--- src/rtl/autosym_pkg.sv ---
// Shared types and constants for the autosymmetry sweep controller.
package autosym_pkg;

    // Sequencer states: idle, evaluate f(x), evaluate f(x ^ alpha), report.
    typedef enum logic [1:0] {
        IDLE   = 2'd0,
        EVAL_A = 2'd1,
        EVAL_B = 2'd2,
        DONE   = 2'd3
    } autosym_state_t;

    // Default core width (number of function inputs).
    localparam int AUTOSYM_N_DEFAULT = 18;

endpackage

--- src/rtl/autosym_result_acc.sv ---
// Result accumulator for the autosymmetry sweep: latches f(x) from the
// EVAL_A cycle, counts the onset, compares against f(x ^ alpha) in the
// EVAL_B cycle and captures the first failing x.
// Optional feature: AUTOSYM_EARLY_ABORT_EN -- when defined, 'abort' is raised
// on a mismatch so the sequencer can stop the sweep early; otherwise 'abort'
// is tied low and the sweep always completes.
module autosym_result_acc
    import autosym_pkg::*;
#(
    parameter int N = AUTOSYM_N_DEFAULT
) (
    input  logic         clk,
    input  logic         rst,
    input  logic         clear,
    input  logic         eval_a,
    input  logic         eval_b,
    input  logic         core_y,
    input  logic [N-1:0] x,
    output logic         is_sym,
    output logic [N:0]   onset_cnt,
    output logic [N-1:0] fail_x,
    output logic         abort
);

    logic y_a;
    logic mismatch;

    // f(x) and f(x ^ alpha) differ; only meaningful during EVAL_B.
    assign mismatch = eval_b && (core_y != y_a);

`ifdef AUTOSYM_EARLY_ABORT_EN
    assign abort = mismatch;
`else
    assign abort = 1'b0;
`endif

    // Latch f(x), count onset and capture the first mismatch.
    always_ff @(posedge clk) begin
        if (rst) begin
            y_a       <= 1'b0;
            is_sym    <= 1'b0;
            onset_cnt <= '0;
            fail_x    <= '0;
        end else if (clear) begin
            y_a       <= 1'b0;
            is_sym    <= 1'b1;
            onset_cnt <= '0;
            fail_x    <= '0;
        end else begin
            if (eval_a) begin
                y_a <= core_y;
                if (core_y) begin
                    onset_cnt <= onset_cnt + {{N{1'b0}}, 1'b1};
                end
            end
            // Only the first mismatch is recorded; later ones leave fail_x alone.
            if (mismatch && is_sym) begin
                fail_x <= x;
                is_sym <= 1'b0;
            end
        end
    end

endmodule

--- src/rtl/autosym_sweep_ctrl.sv ---
// Autosymmetry sweep controller: exhaustively walks x over all 2^N vectors,
// time-sharing one external combinational core between f(x) and
// f(x ^ alpha), and reports symmetry, onset size and first failing x.
// Optional feature: AUTOSYM_EARLY_ABORT_EN (see autosym_result_acc) stops the
// sweep at the first mismatch.
module autosym_sweep_ctrl
    import autosym_pkg::*;
#(
    parameter int N = AUTOSYM_N_DEFAULT
) (
    input  logic         clk,
    input  logic         rst,
    input  logic         start,
    input  logic [N-1:0] alpha,
    output logic [N-1:0] core_x,
    input  logic         core_y,
    output logic         busy,
    output logic         done,
    output logic         is_sym,
    output logic [N:0]   onset_cnt,
    output logic [N-1:0] fail_x
);

    autosym_state_t state;
    logic [N-1:0]   x;
    logic [N-1:0]   x_next;
    logic [N-1:0]   alpha_q;
    logic           last_x;
    logic           accept;
    logic           abort;

    assign accept = (state == IDLE) && start;
    assign last_x = (x == {N{1'b1}});
    assign x_next = x + {{(N-1){1'b0}}, 1'b1};

    autosym_result_acc #(
        .N(N)
    ) u_acc (
        .clk       (clk),
        .rst       (rst),
        .clear     (accept),
        .eval_a    (state == EVAL_A),
        .eval_b    (state == EVAL_B),
        .core_y    (core_y),
        .x         (x),
        .is_sym    (is_sym),
        .onset_cnt (onset_cnt),
        .fail_x    (fail_x),
        .abort     (abort)
    );

    // Sequencer: state, x counter, captured alpha and the registered core input.
    // core_x always moves with the state so the core sees each vector for
    // exactly one full cycle.
    always_ff @(posedge clk) begin
        if (rst) begin
            state   <= IDLE;
            x       <= '0;
            alpha_q <= '0;
            core_x  <= '0;
            busy    <= 1'b0;
            done    <= 1'b0;
        end else begin
            done <= 1'b0;
            case (state)
                IDLE: begin
                    if (start) begin
                        alpha_q <= alpha;
                        x       <= '0;
                        core_x  <= '0;
                        busy    <= 1'b1;
                        state   <= EVAL_A;
                    end
                end
                EVAL_A: begin
                    core_x <= x ^ alpha_q;
                    state  <= EVAL_B;
                end
                EVAL_B: begin
                    // Terminal test precedes the increment so x never wraps.
                    if (last_x || abort) begin
                        busy  <= 1'b0;
                        done  <= 1'b1;
                        state <= DONE;
                    end else begin
                        x      <= x_next;
                        core_x <= x_next;
                        state  <= EVAL_A;
                    end
                end
                DONE: begin
                    state <= IDLE;
                end
                default: begin
                    state <= IDLE;
                end
            endcase
        end
    end

endmodule

--- config.mk ---
export PLATFORM = sky130hd
export DESIGN_NAME = autosym_sweep_ctrl
export DESIGN_NICKNAME = d
export VERILOG_FILES = /design/src/rtl/autosym_pkg.sv /design/src/rtl/autosym_result_acc.sv /design/src/rtl/autosym_sweep_ctrl.sv
export SDC_FILE = /design/constraint.sdc
export NUM_CORES = 1
export LEC_CHECK = 0
export CORE_ASPECT_RATIO = 1.25
export CORE_MARGIN = 2
export CORE_UTILIZATION = 57
export DETAILED_ROUTE_END_ITERATION = 10
export PLACE_DENSITY = 0.85
export SYNTH_ARGS = -nofsm -noshare
export SYNTH_HDL_FRONTEND = slang
export SYNTH_SLANG_ARGS = --single-unit
export TNS_END_PERCENT = 10
--- constraint.sdc ---
create_clock -name clk -period 5.05 [get_ports clk]
set_input_delay 1.01 -clock clk [delete_from_list [all_inputs] [get_ports clk]]
set_output_delay 1.01 -clock clk [all_outputs]
set_load 0.03 [all_outputs]
After elaboration in Yosys (flattened, before gate mapping)
Index checks and enable logic that the tools add are counted.
{ "classes": {"n_addsub": 2, "order_cmp": 0, "multipliers": 0, "shifts": 0, "n_eq_ne": 8, "muxes": 13, "bitwise_logic": 2, "n_div": 0, "n_reduce_logical": 14} }
{ "op_table": {"columns": ["operator", "count"], "rows": [
  ["case mux 18 bit (3 select lines)", 1],
  ["2-to-1 mux 18 bit", 2],
  ["case mux 18 bit (2 select lines)", 1],
  ["adder 19 x 1 -> 19 bit, second input constant", 1],
  ["adder 18 x 1 -> 18 bit, second input constant", 1],
  ["equality test 18 bit, second input constant", 1],
  ["bitwise XOR 18 bit", 1],
  ["AND reduction 3 bit", 3],
  ["case mux 2 bit (4 select lines)", 1],
  ["inequality test 2 bit, second input constant", 3],
  ["2-to-1 mux 1 bit", 5],
  ["equality test 2 bit, second input constant", 2],
  ["2-to-1 mux 2 bit", 2],
  ["AND reduction 2 bit", 2],
  ["nonzero test 2 bit", 2],
  ["OR reduction 2 bit", 2],
  ["logical AND 1 bit", 3],
  ["nonzero test 3 bit", 1],
  ["equality test 2 x 1 -> 1 bit, second input constant", 1],
  ["logical NOT 2 bit", 1],
  ["case mux 1 bit (2 select lines)", 1],
  ["inequality test 1 bit", 1],
  ["NOT 1 bit", 1]
]} }
{ "totals": {"mem_bits_ro": 0, "ram_bits": 0, "latchBits": 0, "regBits": 97, "inputBits": 22, "n_memories": 0} }

Logic depth before layout (Yosys ltp)
Gate-level depths: netlist of run 1.
{ "depth": {"depth_word": 5, "depth_mapped": 10, "ltp_nobuf": 7} }

By module
A second synthesis of run 1 with hierarchy kept.
{ "hier_totals": {"cells_unflattened": 530, "hier_area_um2": 4544.4} }
{ "by_module_without_submodules": {"columns": ["module", "area_per_inst_um2", "seq_area_each_um2", "cells_per_inst", "instances"], "rows": [
  ["autosym_sweep_ctrl", 2971.6, 1161.1, 364, 1],
  ["autosym_result_acc", 1572.8, 780.7, 166, 1]
]} }

Worst setup path before layout of run 1
OpenSTA, ideal clock, no wires.
{ "synth_path": {"kind": "input to register", "startpoint": "input start", "endpoint": "register x[14]", "path_slack_ns": 2.733, "setup_time_ns": 0.129, "stages": 7, "t_arrival_ns": 2.188, "path_buffers": 2, "path_cell_list": "nand2b_1 > clkbuf_1 > o21ai_1 > o21bai_2 > buf_2 > o211ai_1 > o41ai_1"} }
{ "synth_between": {"elab_chain_cells": 2} }
{ "synth_rtl": {"columns": ["item", "line_no", "source"], "rows": [
  ["start, declared", "autosym_sweep_ctrl.sv:13", "input logic start,"],
  ["inequality test 2 bit (no line)", null, null],
  ["AND reduction 3 bit (no line)", null, null],
  ["end signal, assigned", "autosym_sweep_ctrl.sv:86", "x <= x_next;"],
  ["end, declared", "autosym_sweep_ctrl.sv:25", "logic [N-1:0] x;"]
]} }
Every way passes these cells.
A chain may end at the register's enable or synchronous reset.

Final worst setup path of run 1
{ "layout_path": {"startpoint": "input core_y", "endpoint": "register u_acc.fail_x[6]"} }
{ "layout_between": {"elab_chain_cells": 3} }
{ "layout_rtl": {"columns": ["item", "line_no", "source"], "rows": [
  ["start, declared", "autosym_sweep_ctrl.sv:16", "input logic core_y,"],
  ["inequality test 1 bit", "autosym_result_acc.sv:29", "assign mismatch = eval_b && (core_y != y_a);"],
  ["logical AND 1 bit", "autosym_result_acc.sv:29", null],
  ["logical AND 1 bit", "autosym_result_acc.sv:57", "if (mismatch && is_sym) begin"],
  ["end signal, assigned", "autosym_result_acc.sv:43", "fail_x <= '0;"],
  ["end signal, assigned", "autosym_result_acc.sv:48", "fail_x <= '0;"],
  ["end signal, assigned", "autosym_result_acc.sv:58", "fail_x <= x;"],
  ["end, declared", "autosym_result_acc.sv:21", "output logic [N-1:0] fail_x,"]
]} }
Every way passes these cells.

==> results of run 1 <==
cell families (layout without fill, tap and decap cells):
group / Yosys count / count (layout) / share of synthesized area (%)
compound gates: 132 / 132 / 17.8
buf+inv: 59 / 115 / 5.60
simple gates: 226 / 226 / 23.7
xor+xnor: 31 / 31 / 5.87
flops: 97 / 97 / 42.0
fa+ha+maj: 7 / 7 / 1.89
mux: 14 / 14 / 3.14
per-layer routing:
metal / GRT usage (%) / vias to the layer above / routed length [um]
met5: 0 / - / 0
met4: 13.3 / 0 / 345
met3: 2.53 / 29 / 546
met2: 43.9 / 158 / 5710
met1: 33.8 / 2038 / 4860
li1: - / 2081 / -
power groups by stage:
stage	Combinational (mW)	Sequential [mW]	Clock, mW
global placement	0.346	0.845	0
detailed placement	0.353	0.846	0
CTS	0.355	0.828	0.486
floorplan	0.231	0.862	0
finish	0.357	0.828	0.480
global route	0.392	0.833	0.516
worst paths after layout:
check / end / depth (start not counted)
max: u_acc.fail_x[6]$_SDFFE_PP0P_ / 6
min: core_x[0]$_SDFFE_PP0P_ / 2
min reg2reg: core_x[0]$_SDFFE_PP0P_ / 2
max reg2reg: core_x[10]$_SDFFE_PP0P_ / 6
worst max-delay path: stages:
cell and delay [ps]:
clkdlybuf4s50_1 590, xor2_1 210, nand3_1 820, nor2_1 380, a21oi_1 70, nor2_1 130
synth_stat cells, drive strengths merged (2+ instances only):
cell | number | share of area [%]
dfxtp | 97 | 42
nand2 | 76 | 6.5
nor2 | 60 | 4.9
a21oi | 57 | 6.2
o21ai | 31 | 3.4
nand3 | 30 | 3.4
buf | 24 | 2.8
clkbuf | 18 | 1.5
inv | 17 | 1.4
xor2 | 17 | 3.2
nand4 | 14 | 2.2
xnor2 | 14 | 2.7
mux2i | 13 | 2.8
or3 | 11 | 1.5
nor3 | 8 | 0.87
a221oi | 7 | 1.5
ha | 7 | 1.9
and3 | 6 | 0.95
o32ai | 6 | 1.1
and2 | 5 | 0.70
and4 | 5 | 0.97
o41ai | 5 | 0.95
o211ai | 4 | 0.65
a22oi | 3 | 0.49
nor2b | 3 | 0.41
nor4 | 3 | 0.54
o21a | 3 | 0.49
a31oi | 2 | 0.27
nand2b | 2 | 0.27
o221ai | 2 | 0.38
o31ai | 2 | 0.32
or2 | 2 | 0.27
through the flow:
stage / area [um2] / cells / util, % / power (mW)
finish: 5540 / 717 / 70.7 / 1.67
global placement: 5360 / 701 / 68.4 / 1.19
floorplan: 4620 / 566 / - / 1.09
global route: 5540 / 717 / 70.7 / 1.74
detailed placement: 5360 / 701 / 68.4 / 1.20
CTS: 5540 / 717 / 70.7 / 1.67
area by class of cell:
cell class / count / share of cell area, %
multi-input cells: 410 / 43.7
clock inverters: 1 / 0.158
flip-flops and latches: 97 / 35.0
repair buffers: 82 / 14.7
clock buffers: 15 / 3.18
well taps: 95 / 2.14
inverters: 17 / 1.15
flip-flops by register name (all words and copies together), names as in the netlist:
name / cells
busy: 1
u_acc.fail_x: 18
alpha_q: 18
state: 2
core_x: 18
u_acc.is_sym: 1
u_acc.onset_cnt: 19
u_acc.y_a: 1
x: 18
done: 1
==> run_results.csv, run 1 <==
group,metric,value,unit
synthesis,ys_ff_latch,97,
synthesis,synthArstFlopShare,0,%
route,vias,4306,
power_and_ir_drop,p_clk_share,28.8,%
clock_tree,cts_resized,0,
die,io_pins,80,
flow_run,max-cap-violations,0,
route,via_per_inst,6.01,
synthesis,ys_seq_area_share,42.0,%
power_and_ir_drop,combPwrFrac,21.4,%
timing,min_period,2930,ps
final_layout,layout-drive-gt1-share,5.14,%
clock_tree,htreeDepth,3,
power_and_ir_drop,max-vdd-ir-drop,261,uV
clock_tree,hold_buffers,0,
clock_tree,cts-root-buf,"clkbuf_8",
final_layout,syn_to_final_growth,20.0,%
placed_design,numPortBuffers,79,
die,start_util,59.0,%
synthesis,syn_avg_cell_area,8.17,um2
timing,drv_slew,0,
power_and_ir_drop,seq_power_share,49.7,%
synthesis,ys.flop_type,"dfxtp_1",
route,wl_per_cell,16.0,um
timing,worstMarginPinSlew,1190,ps
clock_tree,postCtsSetupBuffers,0,
synthesis,ys_types,60,
worst_hold_path,hp-start,"core_x[0]$_SDFFE_PP0P_",
placed_design,dp_hpwl,8100,um
final_layout,final_net_count,646,
synthesis,synth_edf_count,0,
grt,grt_pass1_vias,4045,
die,core,7840,um2
setup_path,crit_fanout,25,
worst_hold_path,hold_path_class,"flop to flop",
timing,rsz0062_at_grt,"no",
timing,fin_hold_ws,461,ps
clock_tree,clkTransAtPathRegs,90,ps
timing,fin_crit_sh,58.0,%
final_layout,final_common_cell,"dfxtp_1",
setup_path,critPathKind,"primary input to flop",
outcome,status,"complete, no violations",
synthesis,yosysWarnings,0,
placed_design,gp_congestion,0.934,
timing,hold_violations,0,
clock_tree,clkSinkCount,97,
power_and_ir_drop,power.internal,1.13,mW
final_layout,diodes,0,
power_and_ir_drop,p_leak,1.95,nW
power_and_ir_drop,p_sw_share,31.9,%
final_layout,nFillCells,645,
die,die_x,84.5,um
final_layout,register_area,1940,um2
die,die_area,8850,um2
timing,fmax,0.341,GHz
setup_path,end_kind,"flop",
final_layout,layout_common_cells,"dfxtp_1 (97), clkdlybuf4s50_1 (79), nand2_1 (75)",
power_and_ir_drop,switchingPower,0.531,mW
setup_path,reg2reg_slack,2400,ps
setup_path,crit_arrival,3210,ps
die,die_h,105,um
route,drc,0,
route,drtIter0Drc,297,
route,wl,11500,um
setup_path,critPathRequiredTime,5330,ps
clock_tree,numCtsBuffers,9,
clock_tree,insertion_delay,360,ps
setup_path,crit_start,"core_y",
final_layout,multiInputGateArea,2420,um2
setup_path,startpoint_type,"primary input",
grt,grt_overflow,0,
placed_design,preCtsSetupSlack,1720,ps
power_and_ir_drop,p_per_area,300,nW/um2
timing,setup_viol,0,
synthesis,synthCells,566,
grt,antenna_found_initial,0,
synthesis,synth_nets,595,
timing,setup_ws,2120,ps
route,final_antenna_net_count,0,
clock_tree,clockBufferDepth,2,
grt,grt_pass1_wl,19100,um
timing,finClkSkew,8.33,ps
clock_tree,cts_tree,"yes",
timing,max_slew_margin,20.6,%
synthesis,synth_area,4620,um2
die,fp-row-count,36,
route,drt_first_pass_iters,5,
grt,gr-usage-all-layers,26.3,%
setup_path,crit-reg2reg-launch,"x[0]$_SDFFE_PP0P_",
grt,grt_max_degree,49,
timing,setup_tns,0,ps
No activity file was read; power rests on OpenSTA's default activity.
==> inputs of run 2 (changes only) <==
--- a/config.mk
+++ b/config.mk
@@ -7,9 +7,9 @@
 export LEC_CHECK = 0
 export CORE_ASPECT_RATIO = 1.25
 export CORE_MARGIN = 2
-export CORE_UTILIZATION = 57
+export CORE_UTILIZATION = 53
 export DETAILED_ROUTE_END_ITERATION = 10
-export PLACE_DENSITY = 0.85
+export PLACE_DENSITY = 0.8
 export SYNTH_ARGS = -nofsm -noshare
 export SYNTH_HDL_FRONTEND = slang
 export SYNTH_SLANG_ARGS = --single-unit
==> constraint.sdc (replaced) <==
create_clock -name clk -period 2.8 [get_ports clk]
set_input_delay 0.56 -clock clk [delete_from_list [all_inputs] [get_ports clk]]
set_output_delay 0.56 -clock clk [all_outputs]
set_load 0.03 [all_outputs]
==> run_results.csv, run 2 (synthesis results as in run 1) <==
group,metric,value,unit
setup_path,critPathRequiredTime,3070,ps
clock_tree,cts_tree,"yes",
placed_design,gp_congestion,0.968,
die,fp-row-count,38,
timing,max_slew_margin,53.5,%
flow_run,max-cap-violations,0,
route,wl,11700,um
grt,gr-usage-all-layers,25.5,%
clock_tree,htreeDepth,3,
final_layout,layout_common_cells,"dfxtp_1 (97), clkdlybuf4s50_1 (79), nand2_1 (75)",
timing,setup_tns,0,ps
final_layout,final_net_count,657,
route,drc,0,
clock_tree,clockBufferDepth,2,
timing,rsz0062_at_grt,"no",
die,io_pins,80,
final_layout,final_common_cell,"dfxtp_1",
final_layout,largest_reg_flops,19,
route,vias,4337,
die,start_util,54.0,%
setup_path,crit_arrival,2570,ps
clock_tree,clkTransAtPathRegs,90,ps
timing,min_period,2300,ps
clock_tree,cts_resized,0,
placed_design,dp_hpwl,8370,um
clock_tree,hold_buffers,0,
outcome,status,"complete, no violations",
die,die_x,87.5,um
grt,grt_pass1_wl,19200,um
die,core,8560,um2
setup_path,crit_fanout,17,
route,drtIter0Drc,424,
power_and_ir_drop,fin_total_pwr,3.02,mW
die,die_area,9490,um2
route,via_per_inst,5.92,
timing,fmax,0.436,GHz
grt,grt_overflow,0,
die,die_h,108,um
worst_hold_path,hold_path_class,"flop to flop",
final_layout,layout-drive-gt1-share,7.27,%
setup_path,end_kind,"flop",
clock_tree,postCtsSetupBuffers,0,
timing,fin_crit_sh,82.0,%
power_and_ir_drop,p_per_area,537,nW/um2
timing,worstMarginPinSlew,698,ps
clock_tree,numCtsBuffers,9,
final_layout,diodes,0,
power_and_ir_drop,max-vdd-ir-drop,384,uV
route,final_antenna_net_count,0,
timing,finClkSkew,9.18,ps
route,drt_first_pass_iters,5,
power_and_ir_drop,p_leak,2.01,nW
timing,hold_violations,0,
final_layout,regMostFlops,"u_acc.onset_cnt",
grt,grt_pass1_vias,4038,
grt,antenna_found_initial,0,
placed_design,numPortBuffers,79,
timing,drv_slew,0,
clock_tree,cts-root-buf,"clkbuf_8",
setup_path,startpoint_type,"flop",
timing,setup_viol,0,
grt,grt_max_degree,49,
route,wl_per_cell,16.0,um
clock_tree,clkSinkCount,97,
final_layout,syn_to_final_growth,21.8,%
setup_path,critPathKind,"flop to flop",
clock_tree,insertion_delay,370,ps
[run 2: power breakdown]
| part | internal (mW) | switching [mW] |
|---|---|---|
| Clock | 0.369 | 0.485 |
| Sequential | 1.44 | 0.0531 |
| Combinational | 0.232 | 0.443 |
| Total | 2.04 | 0.981 |
[run 2: critical path, cell delays in order (launching register included)]
cell,delay [ps]
dfxtp_1,500
and3_1,430
nand4_4,240
o21bai_2,640
a21oi_1,100
o32ai_1,280
[run 2: cell type report]
class / instances / area, um2
Fill cell: 719 / 2930
Multi-Input combinational cell: 410 / 2420
Sequential cell: 97 / 1940
Timing Repair Buffer: 93 / 896
Clock buffer: 11 / 151
Tap cell: 100 / 125
Inverter: 17 / 63.8
Clock inverter: 5 / 28.8
[run 2: worst paths after layout]
| kind | start | endpoint | slack [ps] | cells after the start |
|---|---|---|---|---|
| setup / recovery | x[5]$_SDFFE_PP0P_ | x[3]$_SDFFE_PP0P_ | 500 | 5 |
| hold / removal | core_x[3]$_SDFFE_PP0P_ | core_x[3]$_SDFFE_PP0P_ | 470 | 2 |
| setup reg to reg | x[5]$_SDFFE_PP0P_ | x[3]$_SDFFE_PP0P_ | 500 | 5 |
| hold reg to reg | core_x[3]$_SDFFE_PP0P_ | core_x[3]$_SDFFE_PP0P_ | 470 | 2 |
[run 2: per-stage QoR]
stage          std cells  worst slack, ps  utilization (%)  area [um2]  hold WS, ps
2_1_floorplan        566              826                -        4620          445
3_3_place_gp         717              339             63.7        5450          456
3_5_place_dp         717              259             63.7        5450          459
4_1_cts              733              570             65.8        5630          472
5_1_grt              733              304             65.8        5630          489
6_report             733              504             65.8        5630          472
[run 2: metal layers]
metal / vias to the layer above / wire length [um] / global-route usage (%)
met5: - / 0 / 0
met4: 0 / 291 / 12.2
met3: 20 / 629 / 2.98
met2: 176 / 5870 / 43.1
met1: 2041 / 4900 / 31.9
li1: 2100 / - / -
==> inputs of run 3 (changes only) <==
==> constraint.sdc (replaced) <==
create_clock -name clk -period 2.22 [get_ports clk]
set_input_delay 0.444 -clock clk [delete_from_list [all_inputs] [get_ports clk]]
set_output_delay 0.444 -clock clk [all_outputs]
set_load 0.03 [all_outputs]
==> run_results.csv, run 3 (synthesis results as in run 1) <==
group,metric,value,unit
clock_tree,htreeDepth,3,
flow_run,max-cap-violations,0,
clock_tree,hold_buffers,0,
clock_tree,cts_resized,0,
route,drtIter0Drc,370,
setup_path,cp.depth,7,
power_and_ir_drop,p_sw_share,33.6,%
timing,rsz0062_at_grt,"yes",
setup_path,end_kind,"flop",
grt,grt_pass1_vias,4279,
die,io_pins,80,
timing,finClkSkew,11.7,ps
setup_path,crit_arrival,2360,ps
timing,fin_crit_sh,94.5,%
timing,fmax,0.477,GHz
power_and_ir_drop,combPwrFrac,24.3,%
die,fp-row-count,38,
die,die_area,9490,um2
outcome,status,"complete, no violations",
power_and_ir_drop,seq_power_share,48.9,%
timing,hold_violations,0,
route,drc,0,
die,start_util,54.0,%
timing,drv_slew,0,
setup_path,ff2ff_path_depth,7,
worst_hold_path,whs_path_depth,2,
power_and_ir_drop,p_per_area,667,nW/um2
setup_path,slowest_delay,420,ps
placed_design,numPortBuffers,79,
grt,grt_pass1_wl,20200,um
setup_path,crit_buf_inv,1,
power_and_ir_drop,switchingPower,1.29,mW
grt,gr-usage-all-layers,26.9,%
placed_design,gp_congestion,0.932,
die,core,8560,um2
timing,setup_viol,0,
clock_tree,insertion_delay,380,ps
final_layout,largest_reg_flops,19,
placed_design,dp_hpwl,8940,um
clock_tree,clkTransAtPathRegs,90,ps
route,final_antenna_net_count,0,
grt,grt_busiest_layer,"met2",
route,vias,4452,
grt,grtUsageMet3,4.27,%
setup_path,critPathKind,"flop to flop",
route,wl,12300,um
final_layout,layout-drive-gt1-share,10.6,%
final_layout,layout_common_cells,"dfxtp_1 (97), clkdlybuf4s50_1 (79), nand2_1 (74)",
clock_tree,postCtsSetupBuffers,0,
clock_tree,cts-root-buf,"clkbuf_8",
setup_path,critPathSlowestCell,"dfxtp_1",
clock_tree,cts_tree,"yes",
setup_path,startpoint_type,"flop",
die,die_h,108,um
worst_hold_path,hold_path_class,"flop to flop",
setup_path,path_delay_family,"compound AO/OA/AOI/OAI gates",
route,wl_per_cell,16.4,um
power_and_ir_drop,max-vdd-ir-drop,518,uV
final_layout,diodes,0,
power_and_ir_drop,p_clk_share,26.8,%
clock_tree,clkSinkCount,97,
power_and_ir_drop,p_leak,2.09,nW
grt,use_met2,44.9,%
power_and_ir_drop,power.internal,2.56,mW
grt,antenna_found_initial,0,
final_layout,regMostFlops,"u_acc.onset_cnt",
timing,min_period,2100,ps
grt,grtUsageMet1,33.4,%
route,drt_first_pass_iters,5,
timing,setup_ws,123,ps
final_layout,final_common_cell,"dfxtp_1",
setup_path,critPathRequiredTime,2480,ps
placed_design,preCtsSetupSlack,34.2,ps
clock_tree,numCtsBuffers,9,
power_and_ir_drop,fin_total_pwr,3.86,mW
die,die_x,87.5,um
route,via_per_inst,5.93,
final_layout,syn_to_final_growth,25.2,%
timing,max_slew_margin,63.4,%
final_layout,final_net_count,675,
setup_path,crit_fanout,8,
timing,worstMarginPinSlew,547,ps
grt,grt_max_degree,49,
setup_path,cp_cell_sequence,"inv_1 -> ha_1 -> and2_2 -> a21oi_1 -> o21ai_0 -> a221oi_1 -> nor2_1",
clock_tree,clockBufferDepth,2,
timing,fin_hold_ws,470,ps
grt,grt_overflow,0,
## run 3: final timing paths
check	startpoint	end	slack [ps]
worst max-delay path	state[0]$_SDFFE_PP0P_	core_x[9]$_SDFFE_PP0P_	120
worst max register to register	state[0]$_SDFFE_PP0P_	core_x[9]$_SDFFE_PP0P_	120
worst min-delay path	core_x[4]$_SDFFE_PP0P_	core_x[4]$_SDFFE_PP0P_	470
worst min register to register	core_x[4]$_SDFFE_PP0P_	core_x[4]$_SDFFE_PP0P_	470
## run 3: per-stage QoR
step	cells	utilization, %	TNS, ps	cell area (um2)
after floorplan	566	-	0	4620
after global placement	735	65.4	0	5600
after detailed placement	735	65.4	0	5600
after CTS	751	67.4	0	5770
after global routing	751	67.6	-31.4	5790
final	751	67.6	0	5790
## run 3: power by group through the flow
stage          Clock, mW  Sequential (mW)  Combinational (mW)
6_report            1.03             1.89               0.939
2_1_floorplan          0             1.96               0.526
3_3_place_gp           0             1.92               0.876
4_1_cts             1.05             1.88               0.910
5_1_grt             1.12             1.89                1.03
3_5_place_dp           0             1.92               0.906
## run 3: worst reg2reg max path, cell delays in order, from the launching register on
cell      delay (ps)
dfxtp_1          420
inv_1            120
ha_1             380
and2_2           290
a21oi_1          250
o21ai_0          150
a221oi_1         300
nor2_1            70
## run 3: layout make-up
| type | count | area (um2) |
|---|---|---|
| timing repair buffer | 111 | 1040 |
| clock inverter | 7 | 46.3 |
| tap | 100 | 125 |
| inverter | 17 | 63.8 |
| clock buffer | 9 | 124 |
| fill | 739 | 2770 |
| sequential | 97 | 1940 |
| multi-input combinational | 410 | 2440 |
## run 3: metal layers
metal  wire (um)  vias up
li1            -     2139
met1        5110     2103
met2        6080      183
met3         744       27
met4         353        0
met5           0        -
==> RTL change 1 (flow settings as in run 2) <==
The option `AUTOSYM_EARLY_ABORT_EN` is turned on by a define.
--- a/src/rtl/autosym_result_acc.sv
+++ b/src/rtl/autosym_result_acc.sv
@@ -6,2 +6,4 @@
 // is tied low and the sweep always completes.
+`define AUTOSYM_EARLY_ABORT_EN
+
 module autosym_result_acc
Function: changed (Yosys sat finds a counterexample within 4 cycles, from zero or initial values and one cycle with rst high).
==> RTL change 1 against run 2 <==
  * Power down 6.3%
  * Worst setup slack got worse by 0.19 ns
  * First-iteration DRC count is 4.7% lower
  * Synthesized area shrank 1.2%
  * Sequential cell count is the same
  * Die area decreased by 1.1%
  * Final area fell by 1.8%
  * Wire length grew 2.5%
==> RTL change 1: results (changes against run 2) <==
\begin{tabular}{lr}
\hline
Metric & Value \\
\hline
\multicolumn{2}{l}{\textbf{Detailed routing}} \\
Overall routed net length & 12.0 mm (+2.5\%) \\
Total via count after detailed routing & 4,244 (-2.1\%) \\
Iteration-0 DRC count of the detailed router & 404 (-4.7\%) \\
\multicolumn{2}{l}{\textbf{GRT}} \\
Via count of the first global-routing pass & 3,938 (-2.5\%) \\
First-pass GRT wire length & 19.3 mm (+0.68\%) \\
Maximum number of pins on one net before global-route repair & 42 (-14\%) \\
Overall Global Routing Usage & 26.1\% (+0.57 points) \\
\multicolumn{2}{l}{\textbf{Power and ir drop}} \\
Reported leakage power & 0.00182 µW (-9.2\%) \\
Worst VDD drop & 0.382 mV (-0.62\%) \\
\multicolumn{2}{l}{\textbf{Setup path}} \\
Worst Path Arrival & 2.78 ns (+0.21 ns) \\
Slowest stage cell, crit path & sky130\_fd\_sc\_hd\_\_ha\_1 \\
Number of cells on the worst reg-to-reg path & 8 (+3) \\
Crit path max fanout & 16 (-1) \\
Highest cell delay on the worst timing path & 0.51 ns (-0.13 ns) \\
\multicolumn{2}{l}{\textbf{Logic synthesis}} \\
Cell variety after synth & 62 (+3.3\%) \\
Number of cells produced by synthesis & 549 (-3.0\%) \\
Total nets after synthesis & 577 (-3.0\%) \\
Portion of the post-synthesis area used by sequential elements & 42.5\% (+0.51 points) \\
Post-synth top cells & sky130\_fd\_sc\_hd\_\_nand2\_1 (103), sky130\_fd\_sc\_hd\_\_dfxtp\_1 (97), sky130\_fd\_sc\_hd\_\_a21oi\_1 (70) \\
\multicolumn{2}{l}{\textbf{Placed design}} \\
Placed cell count & 695 (-3.1\%) \\
Routability Congestion & 0.933 (-3.6\%) \\
Placed wire-length estimate & 8.70 mm (+4.0\%) \\
Area after DPL & 5340 µm² (-2.0\%) \\
\multicolumn{2}{l}{\textbf{Layout}} \\
Area of all placed cells without fillers & 5530 µm² (-1.8\%) \\
Share of post-route cells with drive strength above 1 & 7.33\% (+0.062 points) \\
Final Net Count & 637 (-3.0\%) \\
\multicolumn{2}{l}{\textbf{STA}} \\
Clock Skews & 0.0108 ns (+0.00161 ns) \\
Rel. slew slack & 55.7\% (+2.2 points) \\
\multicolumn{2}{l}{\textbf{Status}} \\
Result of the run & finished clean \\
\hline
\end{tabular}
RTL change 1: where the power goes:
group	internal, µW	switching [µW]	leakage (µW)
clock network	357	518	0.0000895
registers	1420	37.4	0.000785
logic	168	332	0.000948
total	1950	887	0.00182
RTL change 1: final timing paths:
kind | startpoint | to | slack [ns]
hold / removal | u_acc.fail_x[3] | u_acc.fail_x[3] | 0.46
hold reg to reg | u_acc.fail_x[3] | u_acc.fail_x[3] | 0.46
setup reg to reg | state[0] | x[4] | 0.32
setup / recovery | state[0] | x[4] | 0.32
RTL change 1: cell type report:
class                   instances  area, µm²
clock buffers                  10        138
clock inverters                 6       50.0
fillers                       725       2760
inverters                      10       37.5
multi-input cells             400       2360
flip-flops and latches         97       1940
well taps                      97        121
repair buffers                 91        881
RTL change 1: cells by family after synthesis:
| kind of cell | synth area share (%) |
|---|---|
| AOI/OAI and AO/OA | 23.6 |
| xor gates and xnor gates | 3.84 |
| adders and majority gates | 1.64 |
| buffers and inverters | 5.86 |
| DFF | 42.5 |
| muxes | 0.219 |
| and+or+nand+nor | 22.3 |
RTL change 1: layer usage:
metal  up-vias  part of all wire, %  track usage (%)
li1       2072                    -                -
met1      2024                   43             32.8
met2       128                   50             44.9
met3        20                  4.9             4.06
met4         0                  1.8             8.71
met5         -                    0                0
RTL change 1: tightest hold or removal path: stages, from the launching register on:
cell	delay [ns]
sky130_fd_sc_hd__dfxtp_1	0.32
sky130_fd_sc_hd__nand2_1	0.05
sky130_fd_sc_hd__a21oi_1	0.05
RTL change 1: through the flow:
step | util [%] | power [µW]
CTS | 66.7 | 2840
detailed placement | 64.4 | 1980
global placement | 64.4 | 1970
global route | 66.7 | 2950
finish | 66.7 | 2830
floorplan | - | 1830
==> RTL change 2 (settings of run 2) <==
Made on the original files. Register the inputs `start`, `alpha` and `core_y` before use, without a reset. The logic sees them one clock later. Comments in the files are not updated.
--- a/src/rtl/autosym_sweep_ctrl.sv
+++ b/src/rtl/autosym_sweep_ctrl.sv
@@ -23,2 +23,12 @@
 
+    logic start_q;
+    logic [N-1:0] alpha_r;
+    logic core_y_q;
+
+    always_ff @(posedge clk) begin
+        start_q  <= start;
+        alpha_r  <= alpha;
+        core_y_q <= core_y;
+    end
+
     autosym_state_t state;
@@ -31,3 +41,3 @@
 
-    assign accept = (state == IDLE) && start;
+    assign accept = (state == IDLE) && start_q;
     assign last_x = (x == {N{1'b1}});
@@ -43,3 +53,3 @@
         .eval_b    (state == EVAL_B),
-        .core_y    (core_y),
+        .core_y    (core_y_q),
         .x         (x),
@@ -66,4 +76,4 @@
                 IDLE: begin
-                    if (start) begin
-                        alpha_q <= alpha;
+                    if (start_q) begin
+                        alpha_q <= alpha_r;
                         x       <= '0;
Formal check against the unedited RTL: not equivalent (a bounded check fails within 4 cycles, from zero or initial values and one cycle with rst high).
==> RTL change 2 against run 2 <==
  * Wire length up 8.4%
  * Via count grew 2.0%
  * Power is 41% higher
  * Worst setup slack worse by 0.23 ns
  * Combinational power shrank 36%
  * Synthesized area is 7.9% higher
  * Final area rose by 14%
  * Global-route usage up 0.37 points
  * Sequential cell count increased by 20
  * Final cell count grew 5.9%
  * Critical path type unchanged
==> RTL change 2: results (changes against run 2) <==
\begin{tabular}{lr}
\hline
Metric & Value \\
\hline
\multicolumn{2}{l}{\textbf{Status}} \\
Result of the run & finished clean \\
\multicolumn{2}{l}{\textbf{Logic synthesis}} \\
Cell variety after synth & 59 (-1.7\%) \\
Number of cells produced by synthesis & 567 (+0.18\%) \\
Portion of the post-synthesis area used by sequential elements & 47.0\% (+5.0 points) \\
Total nets after synthesis & 596 (+0.17\%) \\
Post-synth top cells & sky130\_fd\_sc\_hd\_\_dfxtp\_1 (117), sky130\_fd\_sc\_hd\_\_nand2\_1 (66), sky130\_fd\_sc\_hd\_\_a21oi\_1 (56) \\
\multicolumn{2}{l}{\textbf{Setup path}} \\
Critical register-to-register path startpoint & x[0] \\
Slowest stage cell, crit path & sky130\_fd\_sc\_hd\_\_dfxtp\_1 \\
Endpoint of the worst-slack reg-to-reg timing path & core\_x[13] \\
Crit path max fanout & 12 (-5) \\
Worst Path Arrival & 2.87 ns (+0.30 ns) \\
Number of cells on the worst reg-to-reg path & 6 (+1) \\
\multicolumn{2}{l}{\textbf{Detailed routing}} \\
Iteration-0 DRC count of the detailed router & 404 (-4.7\%) \\
Overall routed net length & 12.7 mm (+8.4\%) \\
Routed vias/inst & 5.70 (-3.7\%) \\
\multicolumn{2}{l}{\textbf{Min path}} \\
Worst hold path startpoint & alpha\_r[11] \\
Worst Hold Endpoint & alpha\_q[11] \\
\multicolumn{2}{l}{\textbf{Power and ir drop}} \\
Reported leakage power & 0.00232 µW (+15\%) \\
\multicolumn{2}{l}{\textbf{Clock network}} \\
Htree depth & 4 (+1) \\
Clock tree root driver cell & sky130\_fd\_sc\_hd\_\_clkbuf\_16 \\
Clock insertion delay at the later pin of the skew report & 0.41 ns (+0.04 ns) \\
Number of buffers created by CTS & 17 (+8) \\
Reg clk slew, reported paths & 0.05 ns (-0.04 ns) \\
\multicolumn{2}{l}{\textbf{Placed design}} \\
Placed wire-length estimate & 8.92 mm (+6.5\%) \\
Worst-case setup slack after placement & 0.331 ns (+0.0723 ns) \\
Placed cell count & 744 (+3.8\%) \\
Routability Congestion & 0.951 (-1.7\%) \\
\multicolumn{2}{l}{\textbf{STA}} \\
Pin slew with the least headroom to its limit & 0.640 ns (-0.0582 ns) \\
\multicolumn{2}{l}{\textbf{GRT}} \\
First-pass GRT wire length & 21.0 mm (+9.4\%) \\
Via count of the first global-routing pass & 4,268 (+5.7\%) \\
\multicolumn{2}{l}{\textbf{Layout}} \\
Number of filler cells placed in the layout & 715 (-0.56\%) \\
Share of post-route cells with drive strength above 1 & 9.34\% (+2.1 points) \\
\hline
\end{tabular}
==> RTL change 2: worst max path at each step <==
stage            endpoint  slack (ns)
5_1_grt         core_x[5]        0.20
2_1_floorplan  core_x[11]        0.66
3_5_place_dp   core_x[13]        0.33
6_report       core_x[13]        0.28
4_1_cts        core_x[13]        0.31
3_3_place_gp   core_x[14]        0.49
==> RTL change 2: cells by family after synthesis <==
group	share of synthesized area (%)
AOI/OAI and AO/OA	16.8
xor gates and xnor gates	6.15
adders and majority gates	1.76
buffers and inverters	4.84
DFF	47.0
muxes	3.01
and+or+nand+nor	20.4
==> RTL change 2: per-layer routing <==
metal  routed length (µm)  share of wire [%]  vias to the layer above  track usage, %
met1                 5530                 44                     2052            32.7
met2                 5990                 47                      168            41.4
met5                    0                  0                        -               0
met4                  528                4.2                        0            14.9
met3                  620                4.9                       38            4.97
li1                     -                  -                     2164               -
==> RTL change 2: layout make-up <==
cell class	count	area, µm²	share of cell area [%]
multi-input cells	395	2400	37.3
flip-flops and latches	117	2340	36.4
repair buffers	97	926	14.4
clock buffers	21	440	6.84
well taps	123	154	2.39
clock inverters	11	129	2.00
inverters	12	45.0	0.700
==> RTL change 2: stage by stage <==
stage	cell area [µm²]	hold slack [ns]
floorplan	4980	0.417
global placement	5870	0.422
detailed placement	5870	0.428
CTS	6440	0.436
global route	6440	0.454
finish	6440	0.435
==> RTL change 2: critical path, delay by kind of cell (launching register included) <==
family          cells  cell delay, ns
compound gates      2            0.64
fa+ha+maj           1            0.37
simple gates        3            0.95
flops               1            0.50
==> RTL change 2: power by group <==
group / switching [µW] / internal (µW) / total [µW]
logic: 278 / 155 / 433
registers: 39.8 / 1720 / 1760
clock network: 746 / 1310 / 2060
